**src/rtl/mem_arbiter.sv**
```systemverilog
// Arbiter that serialises IF-stage fetches and MEM-stage loads/stores onto one
// variable-latency memory port. Optional fetch buffer enabled by MEM_ARB_IBUF_EN.
module mem_arbiter #(
    parameter int AW = 32,
    parameter int DW = 32
) (
    input  logic          clk_i,
    input  logic          rst_i,
    input  logic          if_req_i,
    input  logic [AW-1:0] if_addr_i,
    input  logic          d_rd_i,
    input  logic          d_wr_i,
    input  logic [AW-1:0] d_addr_i,
    input  logic [DW-1:0] d_wdata_i,
    output logic [DW-1:0] if_inst_o,
    output logic [DW-1:0] d_rdata_o,
    output logic          stall_o,
    output logic          mem_req_o,
    output logic          mem_we_o,
    output logic [AW-1:0] mem_addr_o,
    output logic [DW-1:0] mem_wdata_o,
    input  logic          mem_ack_i,
    input  logic [DW-1:0] mem_rdata_i
);

    typedef enum logic [1:0] {
        IDLE   = 2'd0,
        D_BUSY = 2'd1,
        I_BUSY = 2'd2
    } state_t;

    state_t state;
    state_t state_nxt;

    logic d_done;
    logic i_done;
    logic d_req;
    logic d_pend;
    logic i_pend;
    logic ibuf_hit;
    logic issue_d;
    logic issue_i;
    logic clear_done;
    logic d_ack;
    logic i_ack;

    assign d_req  = d_rd_i | d_wr_i;
    assign d_pend = d_req & ~d_done;
    assign d_ack  = (state == D_BUSY) & mem_ack_i;
    assign i_ack  = (state == I_BUSY) & mem_ack_i;

`ifdef MEM_ARB_IBUF_EN
    logic [AW-1:0] ibuf_tag;
    logic          ibuf_valid;

    // A hit resolves the fetch combinationally; if_inst_o still holds that word.
    assign ibuf_hit = ibuf_valid & (ibuf_tag == if_addr_i);

    always_ff @(posedge clk_i or posedge rst_i) begin
        if (rst_i) begin
            ibuf_tag   <= '0;
            ibuf_valid <= 1'b0;
        end else if (issue_d && d_wr_i && (d_addr_i == ibuf_tag)) begin
            ibuf_valid <= 1'b0;
        end else if (i_ack) begin
            ibuf_tag   <= mem_addr_o;
            ibuf_valid <= 1'b1;
        end
    end
`else
    assign ibuf_hit = 1'b0;
`endif

    assign i_pend    = if_req_i & ~i_done & ~ibuf_hit;
    assign stall_o   = d_pend | i_pend;
    assign mem_req_o = (state != IDLE);

    always_comb begin
        state_nxt  = state;
        issue_d    = 1'b0;
        issue_i    = 1'b0;
        clear_done = 1'b0;
        case (state)
            IDLE: begin
                // Data first: it belongs to the older instruction.
                if (d_pend) begin
                    issue_d   = 1'b1;
                    state_nxt = D_BUSY;
                end else if (i_pend) begin
                    issue_i   = 1'b1;
                    state_nxt = I_BUSY;
                end else begin
                    clear_done = 1'b1;
                end
            end
            D_BUSY: begin
                if (mem_ack_i) state_nxt = IDLE;
            end
            I_BUSY: begin
                if (mem_ack_i) state_nxt = IDLE;
            end
            default: state_nxt = IDLE;
        endcase
    end

    always_ff @(posedge clk_i or posedge rst_i) begin
        if (rst_i) state <= IDLE;
        else       state <= state_nxt;
    end

    // Completion flags live for one pipeline cycle; cleared on the advancing edge.
    always_ff @(posedge clk_i or posedge rst_i) begin
        if (rst_i) begin
            d_done <= 1'b0;
            i_done <= 1'b0;
        end else if (clear_done) begin
            d_done <= 1'b0;
            i_done <= 1'b0;
        end else begin
            if (d_ack) d_done <= 1'b1;
            if (i_ack) i_done <= 1'b1;
        end
    end

    always_ff @(posedge clk_i or posedge rst_i) begin
        if (rst_i) begin
            mem_addr_o  <= '0;
            mem_we_o    <= 1'b0;
            mem_wdata_o <= '0;
        end else if (issue_d) begin
            mem_addr_o  <= d_addr_i;
            mem_we_o    <= d_wr_i;
            mem_wdata_o <= d_wdata_i;
        end else if (issue_i) begin
            mem_addr_o <= if_addr_i;
            mem_we_o   <= 1'b0;
        end
    end

    always_ff @(posedge clk_i or posedge rst_i) begin
        if (rst_i) begin
            if_inst_o <= '0;
            d_rdata_o <= '0;
        end else begin
            if (d_ack && !mem_we_o) d_rdata_o <= mem_rdata_i;
            if (i_ack)              if_inst_o <= mem_rdata_i;
        end
    end

endmodule

```
**config.mk**
```make
export PLATFORM = sky130hd
export DESIGN_NAME = mem_arbiter
export DESIGN_NICKNAME = d
export VERILOG_FILES = /design/src/rtl/mem_arbiter.sv
export SDC_FILE = /design/constraint.sdc
export NUM_CORES = 1
export LEC_CHECK = 0
export BUFFER_PORTS_ARGS = -buffer_cell sky130_fd_sc_hd__buf_2
export CORE_ASPECT_RATIO = 2
export CORE_MARGIN = 2
export CORE_UTILIZATION = 25
export CTS_CLUSTER_SIZE = 12
export DETAILED_ROUTE_END_ITERATION = 7
export GPL_TIMING_DRIVEN = 1
export SYNTH_ARGS = -nofsm -noshare
export SYNTH_HDL_FRONTEND = slang
export SYNTH_SLANG_ARGS = --single-unit
```
**constraint.sdc**
```tcl
create_clock -name clk_i -period 5.63 [get_ports clk_i]
set_input_delay 0.563 -clock clk_i [delete_from_list [all_inputs] [get_ports clk_i]]
set_output_delay 0.563 -clock clk_i [all_outputs]
set_load 0.03 [all_outputs]
```
[Word-level counts from Yosys, hierarchy flattened]
Cells that the tools add are included.
Storage, ports and cells
  bits in registers: 133
  input bits: 134
  output and inout port bits: 131
  word-level logic and storage cells: 49
Operators by class
  equal/unequal tests: 4
  mux-type cells: 20
  bitwise gates (word level): 8
  reductions and logical operators: 9
Operators with widths (number)
  2-to-1 mux 32 bit: 2
  2-to-1 mux 1 bit: 14
  nonzero test 2 bit: 4
  2-to-1 mux 2 bit: 3
  bitwise AND 1 bit: 4
  one-hot mux 2 bit (2 select lines): 1
  != test 3 bit, second input constant: 1
  equality test 2 x 1 -> 1 bit, second input constant: 1
  equality test 2 bit, second input constant: 1
  logical NOT 2 bit: 1
  != test 2 x 1 -> 1 bit, second input constant: 1
  NOT 1 bit: 2
  bitwise OR 1 bit: 2
  AND reduction 2 bit: 1
  OR reduction 2 bit: 1
  logical AND 1 bit: 1
  logical NOT 1 bit: 1

[Longest topological paths before layout]
  depth after elaboration: 7
  mapped depth: 8
  gate-level depth less buffers: 6

[Worst setup path before layout]
OpenSTA, ideal clock, no wires.
  kind: input to output
  start point: input d_rd_i
  end point: output stall_o
  arrival: 1.326 ns
  data required time: 5.067 ns
  setup slack: 3.741 ns
  stages: 3
  path buffers: 1
  cell sequence: o21bai_4 -> clkbuf_1 -> nand2_1
On the way
  cells in the longest elaborated chain, start to end: 3
RTL lines
  start, declared: line 11  | input logic d_rd_i,
  bitwise OR 1 bit: line 47  | assign d_req = d_rd_i | d_wr_i;
  bitwise AND 1 bit: line 48  | assign d_pend = d_req & ~d_done;
  bitwise OR 1 bit: line 75  | assign stall_o = d_pend | i_pend;
  end, declared: line 17  | output logic stall_o,
No other way between the ends.

[Worst setup path after layout]
  start point: register state[0]
  end point: register mem_wdata_o[20]
On the way
  cells in the longest elaborated chain, start to end: 2
RTL lines
  start, declared: line 32  | state_t state;
  start signal, assigned: line 108  | else state <= state_nxt;
  logical NOT 2 bit: line 83  | case (state)
  2-to-1 mux 1 bit: line 83
  end signal, assigned: line 133  | mem_wdata_o <= d_wdata_i;
  end, declared: line 21  | output logic [DW-1:0] mem_wdata_o,
No other way between the ends.
A chain may end at the register's enable or synchronous reset.

==> results_dict.tcl <==
set metrics [dict create \
    setup_viol 0 \
    crit_family "simple AND/OR/NAND/NOR gates" \
    internal-power_mw 3.05 \
    fin_total_pwr_mw 5.36 \
    synthCells 375 \
    start_util 0.253 \
    fmax_ghz 0.363 \
    switching_share 0.431 \
    nets 777 \
    max-cap-violations 0 \
    path_cells "inv_1, ha_1, inv_1, nor2_4, buf_4, mux2_2" \
    ys_ff_latch 133 \
    crit_buf_inv 3 \
    grt_max_degree 75 \
    grt_pass1_vias 4217 \
    start_kind "flip-flop" \
    period_share 0.490 \
    dp_hpwl_mm 10.6 \
    path_common_cell "inv_1" \
    io_pins 265 \
    clkTransAtPathRegs_ns 0.06 \
    grt_usage 0.126 \
    rsz0062_at_grt "no" \
    power_density_mw_per_mm2 719 \
    dieWidth_microns 107 \
    p_leak_nw 3.68 \
    routed_wl_mm 13.9 \
    ant_nets 0 \
    synth_area_leader_cell "dfrtp_1" \
    slowest_stage "nor2_4" \
    dieArea_sq_mm 0.0223 \
    dp_cells 890 \
    drive_above_1_share 0.615 \
    h-tree-depth 4 \
    clockRootBuffer "clkbuf_16" \
    hold_path.class "in2async" \
    final-hold-violation-count 0 \
    cts_inserted_buffers 17 \
    postSynthAreaPerCell_sq_um 14.1 \
    synth.top_cell.area_share 0.631 \
    finClkSkew_ns 0.0123 \
    tightest_slew_ns 0.980 \
    cp-end-kind "flip-flop" \
    cp_max_fo 39 \
    synth_warnings 0 \
    syn_area_sq_mm 0.00528 \
    drt_iter0_drc 113 \
    final_common_cell "buf_2" \
    slowest_delay_ns 0.78 \
    vias_per_cell 4.31 \
    pwr-share-clk 0.211 \
    drcViolationCount 0 \
    finalWeightedCongestion 0.765 \
    core_area_sq_mm 0.0208 \
    cts_tree "built" \
    hold_buffers 0 \
    placementRows 75 \
    dr.pass1.iters 4 \
    comb_power_share 0.475 \
    seq_power_share 0.315 \
    place_area_sq_mm 0.00685 \
    die_h_microns 209 \
    seq_area_frac_synth 0.631 \
    required_ns 5.92 \
    synthTopCellsByArea "dfrtp_1 63%, mux2_2 17%, mux2_4 4.8%, o22ai_1 3.9%, o21ai_0 3.0%" \
    finalNonFillerCells 922 \
    grt-ovfl-total 0 \
    vdd_drop_max_mv 0.311 \
    io_buffers 264 \
    synth_nets 512 \
    final_cell_mix "264 x buf_2, 133 x dfrtp_1, 79 x mux2_2" \
    wl_per_cell_microns 15.0 \
    antenna_found_initial 1 \
    grt_pass1_wl_mm 21.7 \
    crit_arrival_ns 3.05 \
    worstSkewPairLatency_ns 0.41 \
    area_growth_pct 41.5 \
    vias 3975 \
    clk_path_buf_depth 2 \
    synth_cell_types 24 \
    max_slew_margin 0.345 \
    path_class "reg2reg" \
    status "finished clean" \
    fin_setup_tns_ns 0 \
    cts_setup_buffers 0 \
    cts.repair.resized 0 \
    net-switching-power_mw 2.31 \
    min_period_ns 2.76 \
    maxSlewViolCount 0 \
    design_area_sq_mm 0.00746 \
    cts_sinks 133 \
]
[path summary, 6_finish.rpt]
| check | from | end | slack [ns] | cells after the start |
|---|---|---|---|---|
| min in group clk_i | d_wdata_i[4] | mem_wdata_o[4] | 0.38 | 2 |
| worst min-delay path | rst_i | mem_wdata_o[13] | 0.32 | 2 |
| worst max-delay path | state[0] | mem_wdata_o[20] | 2.87 | 6 |
| worst min register to register | mem_addr_o[1] | mem_addr_o[1] | 0.47 | 2 |
| max in group asynchronous | rst_i | d_rdata_o[2] | 4.00 | 3 |
| worst max register to register | state[0] | mem_wdata_o[20] | 2.87 | 6 |
[kinds of logic after synthesis]
family                     count (synthesis)  share of synthesized area
AOI/OAI and AO/OA                         76                     0.0852
adders and majority gates                  3                    0.00712
buffers and inverters                     27                     0.0287
DFF                                      133                      0.631
muxes                                     96                      0.217
and+or+nand+nor                           40                     0.0311
[sequential cells by signal, summed over array words and instances (netlist names)]
signal / cells
d_done: 1
d_rdata_o: 32
i_done: 1
if_inst_o: 32
mem_addr_o: 32
mem_wdata_o: 32
mem_we_o: 1
state: 2
[through the flow]
| step | hold WS (ns) | utilization | worst slack [ns] |
|---|---|---|---|
| global route | 0.358 | 0.358 | 2.65 |
| detailed placement | 0.465 | 0.329 | 2.75 |
| global placement | 0.459 | 0.329 | 2.78 |
| CTS | 0.355 | 0.358 | 2.86 |
| finish | 0.316 | 0.358 | 2.87 |
| floorplan | 0.516 | - | 1.51 |
[worst register-to-register path: cells and delay by family (launching register included)]
family        cells  cell delay (ns)
simple gates      1             0.78
buf+inv           3             0.75
flops             1             0.40
mux               1             0.41
fa+ha+maj         1             0.30
[layout make-up]
type	count	area (sq um)
multi-input combinational	215	1810
inverter	4	17.5
sequential	133	3330
fill	2168	13400
clock inverter	12	154
clock buffer	19	453
timing repair buffer	269	1360
antenna	1	2.50
tap	269	337
[cell usage after synthesis, drive strengths merged]
cell type	instances
dfrtp	133
mux2	96
nand2	35
o21ai	33
o22ai	33
buf	20
a21oi	4
inv	4
clkbuf	3
ha	3
a31oi	2
nand2b	2
a22o	1
a22oi	1
nand3b	1
nor2	1
nor2b	1
o21ba	1
o21bai	1
[power groups by stage]
stage / Combinational [mW] / Clock [mW] / Sequential (mW)
after floorplan: 0.912 / 0 / 2.62
after global placement: 2.56 / 0 / 1.69
after detailed placement: 2.59 / 0 / 1.70
after CTS: 2.58 / 1.17 / 1.69
after global routing: 2.72 / 1.21 / 1.74
final: 2.55 / 1.13 / 1.69
[metal layers]
layer	routed length, microns	vias up	global-route usage
met3	655	12	0.0270
met2	8250	154	0.244
li1	-	1866	-
met1	4730	1943	0.125
met5	0	-	0
met4	211	0	0.0533
Note: power is estimated with default switching activity, not from simulation.
